<file path="src/rtl/reset_seq_pkg.sv">
// Shared types and sizing helpers for the reset sequencer.
`timescale 1ns/1ps
package reset_seq_pkg;

    typedef enum logic [2:0] {
        ST_ASSERT,
        ST_WAIT_LOCK,
        ST_STRETCH,
        ST_RELEASE,
        ST_RUN
    } state_e;

    // Down-counter width able to hold the larger of the two reload values.
    function automatic int unsigned cnt_width(input int unsigned hold, input int unsigned stagger);
        int unsigned m;
        m = (hold > stagger) ? hold : stagger;
        return 32'($clog2(m + 1));
    endfunction

    function automatic int unsigned idx_width(input int unsigned channels);
        return (channels > 1) ? 32'($clog2(channels)) : 32'd1;
    endfunction

endpackage

</file>
<file path="src/rtl/reset_seq_sync_chain.sv">
// Multi-flop synchronizer with asynchronous active-low clear to zero.
`timescale 1ns/1ps
module sync_chain #(
    parameter int unsigned WIDTH_P = 1,
    parameter int unsigned DEPTH_P = 2
) (
    input  logic               clk_i,
    input  logic               rst_ni,
    input  logic [WIDTH_P-1:0] d_i,
    output logic [WIDTH_P-1:0] q_o
);

    logic [DEPTH_P-1:0][WIDTH_P-1:0] stage_q;

    always_ff @(posedge clk_i or negedge rst_ni) begin
        if (!rst_ni) begin
            stage_q <= '0;
        end else begin
            stage_q[0] <= d_i;
            for (int i = 1; i < int'(DEPTH_P); i++) begin
                stage_q[i] <= stage_q[i-1];
            end
        end
    end

    assign q_o = stage_q[DEPTH_P-1];

endmodule

</file>
<file path="src/rtl/reset_sequencer.sv">
// Staged reset sequencer: async assert, synchronous in-order release after a stretch.
// Define RESET_SEQ_LOCK_EN to gate sequencing on a synchronized PLL lock.
`timescale 1ns/1ps
module reset_sequencer
    import reset_seq_pkg::*;
#(
    parameter int unsigned sync_depth_p     = 2,
    parameter int unsigned hold_cycles_p    = 16,
    parameter int unsigned channels_p       = 4,
    parameter int unsigned stagger_cycles_p = 8
) (
    input  logic                  clk_i,
    input  logic                  reset_n_async_unsafe_i,
    input  logic                  lock_i,
    input  logic                  sw_reset_i,
    output logic [channels_p-1:0] reset_o,
    output logic                  ready_o
);

    localparam int unsigned CNT_W = cnt_width(hold_cycles_p, stagger_cycles_p);
    localparam int unsigned IDX_W = idx_width(channels_p);
    localparam logic [CNT_W-1:0] HOLD_LOAD = CNT_W'(hold_cycles_p - 1);
    localparam logic [CNT_W-1:0] STAG_LOAD = CNT_W'(stagger_cycles_p - 1);
    localparam logic [IDX_W-1:0] LAST_IDX  = IDX_W'(channels_p - 1);

    logic rst_sync;
    logic lock_sync;

    state_e                state_q, state_d;
    logic [CNT_W-1:0]      cnt_q, cnt_d;
    logic [IDX_W-1:0]      idx_q, idx_d;
    logic [channels_p-1:0] reset_q, reset_d;
    logic                  ready_q, ready_d;

    sync_chain #(.WIDTH_P(1), .DEPTH_P(sync_depth_p)) u_rst_sync (
        .clk_i  (clk_i),
        .rst_ni (reset_n_async_unsafe_i),
        .d_i    (1'b1),
        .q_o    (rst_sync)
    );

`ifdef RESET_SEQ_LOCK_EN
    sync_chain #(.WIDTH_P(1), .DEPTH_P(sync_depth_p)) u_lock_sync (
        .clk_i  (clk_i),
        .rst_ni (reset_n_async_unsafe_i),
        .d_i    (lock_i),
        .q_o    (lock_sync)
    );
`else
    logic unused_lock;
    assign unused_lock = lock_i;
    assign lock_sync   = 1'b1;
`endif

    always_ff @(posedge clk_i or negedge reset_n_async_unsafe_i) begin
        if (!reset_n_async_unsafe_i) begin
            state_q <= ST_ASSERT;
            cnt_q   <= '0;
            idx_q   <= '0;
            reset_q <= '1;
            ready_q <= 1'b0;
        end else begin
            state_q <= state_d;
            cnt_q   <= cnt_d;
            idx_q   <= idx_d;
            reset_q <= reset_d;
            ready_q <= ready_d;
        end
    end

    // Lock loss outranks a soft reset; soft reset is only honoured once sequencing started.
    always_comb begin
        state_d = state_q;
        case (state_q)
            ST_ASSERT: begin
                if (rst_sync) state_d = lock_sync ? ST_STRETCH : ST_WAIT_LOCK;
            end
            ST_WAIT_LOCK: begin
                if (lock_sync) state_d = ST_STRETCH;
            end
            ST_STRETCH, ST_RELEASE, ST_RUN: begin
                if (!lock_sync) begin
                    state_d = ST_WAIT_LOCK;
                end else if (sw_reset_i) begin
                    state_d = ST_STRETCH;
                end else if (state_q == ST_STRETCH && cnt_q == '0) begin
                    state_d = (channels_p == 1) ? ST_RUN : ST_RELEASE;
                end else if (state_q == ST_RELEASE && cnt_q == '0 && idx_q == LAST_IDX) begin
                    state_d = ST_RUN;
                end
            end
            default: state_d = ST_ASSERT;
        endcase
    end

    // Counter, channel index and registered outputs.
    always_comb begin
        cnt_d   = cnt_q;
        idx_d   = idx_q;
        reset_d = reset_q;
        ready_d = ready_q;
        case (state_q)
            ST_ASSERT, ST_WAIT_LOCK: begin
                if (state_d == ST_STRETCH) cnt_d = HOLD_LOAD;
            end
            ST_STRETCH, ST_RELEASE, ST_RUN: begin
                if (!lock_sync || sw_reset_i) begin
                    reset_d = '1;
                    ready_d = 1'b0;
                    idx_d   = '0;
                    cnt_d   = HOLD_LOAD;
                end else if (state_q == ST_STRETCH) begin
                    if (cnt_q == '0) begin
                        reset_d[0] = 1'b0;
                        idx_d      = IDX_W'(1);
                        cnt_d      = STAG_LOAD;
                        ready_d    = (channels_p == 1);
                    end else begin
                        cnt_d = cnt_q - CNT_W'(1);
                    end
                end else if (state_q == ST_RELEASE) begin
                    if (cnt_q == '0) begin
                        for (int i = 0; i < int'(channels_p); i++) begin
                            if (IDX_W'(i) == idx_q) reset_d[i] = 1'b0;
                        end
                        idx_d   = idx_q + IDX_W'(1);
                        cnt_d   = STAG_LOAD;
                        ready_d = (idx_q == LAST_IDX);
                    end else begin
                        cnt_d = cnt_q - CNT_W'(1);
                    end
                end
            end
            default: begin
                reset_d = '1;
                ready_d = 1'b0;
            end
        endcase
    end

    assign reset_o = reset_q;
    assign ready_o = ready_q;

endmodule

</file>
<file path="config.mk">
export PLATFORM = sky130hd
export DESIGN_NAME = reset_sequencer
export DESIGN_NICKNAME = d
export VERILOG_FILES = /design/src/rtl/reset_seq_pkg.sv /design/src/rtl/reset_seq_sync_chain.sv /design/src/rtl/reset_sequencer.sv
export SDC_FILE = /design/constraint.sdc
export NUM_CORES = 1
export LEC_CHECK = 0
export BUFFER_PORTS_ARGS = -buffer_cell sky130_fd_sc_hd__buf_2
export CAP_MARGIN = 20
export CORE_AREA = 2 2 49 51
export DETAILED_ROUTE_END_ITERATION = 8
export DIE_AREA = 0 0 51 53
export GPL_TIMING_DRIVEN = 1
export PLACE_DENSITY = 0.7
export SLEW_MARGIN = 20
export SYNTH_ARGS = -nofsm -noshare
export SYNTH_HDL_FRONTEND = slang
export SYNTH_HIERARCHICAL = 1
export SYNTH_SLANG_ARGS = --single-unit
</file>
<file path="constraint.sdc">
create_clock -name clk_i -period 1.84 [get_ports clk_i]
set_input_delay 0.276 -clock clk_i [delete_from_list [all_inputs] [get_ports clk_i]]
set_output_delay 0.276 -clock clk_i [all_outputs]
set_load 0.01 [all_outputs]
</file>
==> metrics <==
Seq pwr share 0.570; min Tclk post-route 1.66 ns; Worst-path clk slew about 0.10 ns; clock skew 0.00981 ns; CTS max path bufs 2; Pint 560 uW; fill cell count 195; worst skew pair latency 0.31 ns; Max Clock Freq 604 MHz; worst hold margin approximately 0.24 ns; root buffer cell clkbuf_4; vias in the first global route 710; CP Cell Sequence inv_1, ha_1, or4b_4, o21ai_0, a221oi_1; main combinational cell family by area after synthesis compound AO/OA/AOI/OAI gates; ANT nets after route 0; n_diodes 0; port bufs 7; outcome finished, final reports clean; fraction of layout cells with a size suffix above 1 0.257; CP Max Fanout 4; slowest stage delay, CP roughly 0.5 ns; maximum vdd drop between 400 and 500 uV; CTS Buf Count 3; syn avg cell area about 11 um2; die area approximately 0.0027 mm2; final wirelength between 1.5 and 2 mm; Core Footprint about 0.0021 mm2; Worst EP arrival approximately 1.8 ns; NumNets Final 112; Final Hold Fails 0; Initial Utilization 0.450; CTS tree built; dpl cells about 120; Critical Path RT 2.00 ns; worst slew pin tran 0.506 ns; critical path's top delay family simple AND/OR/NAND/NOR gates; Netlist Area Pre-Place approximately 970 um2; initial antenna violation count 0; Setup CP Type reg -> reg; buffer and inverter count on the worst path 1; remaining global-route overflow 0; Worst setup EP type flop; row count 17; flop and latch count out of synthesis 17; Final Setup Violations 0; Vert. Die Dim approximately 53 um; Vias 790; overall power 809 uW; Seq/Total Area, Yosys 0.445; clock share of power 0.257; post-synthesis mux area share 0.0103; Synth Area in Compound Gates 0.202; Net Sw Power 249 uW; critical path startpoint category flop; largest cells by area after synthesis dfrtp_1 (34%), dfstp_2 (11%), ha_1 (7.8%), o21ai_0 (3.1%), inv_1 (2.7%); vias per cell between 6 and 7; DR iter-0 viols 25; post-synth top area share 0.336; Synth Area in Simple Gates 0.197; gpl congestion around 0.8; setup TNS 0 ns; post-cts gate resize count 0; first-pass GRT wire length between 3 and 4 mm; DR DRC count 0; YS warnings 6; final std cells w/o fill about 130; max_slew headroom 0.662; Post-Synth Adder-Cell Area 0.0776; Max-Cap Viols 0; Combinational Power Share 0.173; Distinct cells, synth 39; drt wl/cell 14.9 um; Final Cycle Share 0.900; CTS sink cnt 17; H-Tree Depth 1; utilization after layout 0.497; leak pwr between 0.0004 and 0.0005 uW; xor and xnor area share after synthesis 0; Hold Path Class in -> reg; unrepaired setup endpoints after global routing false; PD cells between 700 and 800 mW/mm2; Critical-path top delay cell or4b_4; DR pass1 iterations 4; Slew Viols, Final 0; Cells after Synth just under 90; Synth Net Count 99; switching share of total power 0.308; area grow syn2layout 10.5%; DP Wirelength 1.29 mm; largest area contributor in the netlist dfrtp_1; IO Count 9; largest net degree at the start of global routing 18; flop2flop setup slack 0.18 ns; Tot GR Track Use 0.168; Die Wd just over 50 um
-- cell usage after synthesis --
| cell type | count |
|---|---|
| mux2i_1 | 1 |
| inv_1 | 7 |
| o21ai_0 | 6 |
| nand2b_1 | 1 |
| nor3b_1 | 2 |
| o221a_2 | 1 |
| o31ai_1 | 1 |
| clkbuf_8 | 1 |
| a21oi_1 | 5 |
| a221oi_1 | 1 |
| or3_1 | 1 |
| or3b_2 | 1 |
| nor4b_4 | 1 |
| nand4_1 | 1 |
| nor2_1 | 4 |
| a21o_2 | 1 |
| a41oi_1 | 1 |
| nor4_1 | 1 |
| o32a_1 | 1 |
| nor2b_1 | 2 |
| conb_1 | 1 |
| o211ai_1 | 1 |
| o2111ai_1 | 1 |
| nand3_1 | 1 |
| or3b_4 | 2 |
| and3_1 | 2 |
| or4b_4 | 1 |
| dfstp_2 | 4 |
| dfrtp_1 | 13 |
| a32o_1 | 2 |
| buf_6 | 1 |
| and4_1 | 1 |
| nand2_1 | 2 |
| a2bb2oi_1 | 3 |
| nor3_1 | 4 |
| ha_1 | 6 |
| o2111a_1 | 2 |
| buf_4 | 1 |
| clkbuf_1 | 1 |
-- layer usage --
| layer | wire length, um | track usage |
|---|---|---|
| met2 | 871 | 0.258 |
| met4 | 73 | 0.126 |
| met3 | 111 | 0.0367 |
| met1 | 870 | 0.208 |
| met5 | 0 | 0 |
-- worst register-to-register path, delay by kind of cell, from the launching register on --
kind | cells | cell delay, ns
AO/OA/AOI/OAI | 2 | 0.29
adder cells (fa/ha/maj) | 1 | 0.20
buffers and inverters | 1 | 0.09
flip-flops | 1 | 0.42
AND/OR/NAND/NOR | 1 | 0.50
-- cell type report --
| type | instances | area [um2] | area share |
|---|---|---|---|
| inverter | 7 | 26.3 | 0.0246 |
| multi-input combinational | 61 | 474 | 0.444 |
| clock buffer | 3 | 22.5 | 0.0211 |
| tap | 28 | 35.0 | 0.0328 |
| timing repair buffer | 12 | 75.1 | 0.0703 |
| sequential | 17 | 430 | 0.403 |
| clock inverter | 1 | 5.00 | 0.00468 |
-- placed cells by master (no fill, tap or decap), drive strengths merged, types with 2 or more instances in the layout --
cell type	netlist	routed
a21oi	5	5
a2bb2oi	3	3
a32o	2	2
and3	2	2
buf	2	11
clkbuf	2	3
dfrtp	13	13
dfstp	4	4
ha	6	6
inv	7	7
nand2	2	2
nor2	4	4
nor2b	2	2
nor3	4	4
nor3b	2	2
o2111a	2	2
o21ai	6	6
or3b	3	3
-- state kept, by name, summed over array words and instances, names as in the netlist --
signal / flops
cnt_q: 5
reset_o: 4
state_q: 3
idx_q: 2
ready_o: 1
u_rst_sync/q_o: 1
u_rst_sync/stage_q: 1
-- through the flow --
step,worst slack (ns),cell area [um2]
global placement,0.157,1010
floorplan,0.342,967
CTS,0.0892,1050
finish,0.185,1070
detailed placement,0.145,1010
global route,0.0572,1070
-- what timing repair did --
action                                  CTS  global route
hold buffers                              1             0
buffers inserted                          0             3
hold endpoints to repair                 13             0
endpoints found under the setup margin    0             3
-- worst paths after layout --
path | depth (start not counted) | from | to
worst max register to register | 5 | cnt_q[0]$_DFFE_PN0P_ | idx_q[0]$_DFFE_PN0P_
worst min register to register | 0 | u_rst_sync/stage_q[0]$_DFF_PN0_ | u_rst_sync/q_o$_DFF_PN0_
min in group asynchronous | 2 | reset_n_async_unsafe_i | cnt_q[1]$_DFFE_PN0P_
max in group asynchronous | 2 | reset_n_async_unsafe_i | reset_o[3]$_DFFE_PN1P_
worst min-delay path | 2 | sw_reset_i | state_q[2]$_DFF_PN0_
worst max-delay path | 5 | cnt_q[0]$_DFFE_PN0P_ | idx_q[0]$_DFFE_PN0P_
-- cell families (layout without fill, tap and decap cells) --
group	Yosys count	in the layout
multiplexers	1	1
AO/OA/AOI/OAI	26	26
flip-flops	17	17
adder cells (fa/ha/maj)	6	6
AND/OR/NAND/NOR	27	27
buffers and inverters	11	23
other	1	1
-- power groups by stage --
| stage | Sequential [uW] | Combinational [uW] | Clock [uW] |
|---|---|---|---|
| after floorplan | 454 | 111 | 0 |
| after global placement | 462 | 138 | 0 |
| after detailed placement | 468 | 139 | 0 |
| after CTS | 460 | 142 | 216 |
| after global routing | 467 | 164 | 233 |
| final | 461 | 140 | 208 |
No activity file was read; power rests on OpenSTA's default activity.
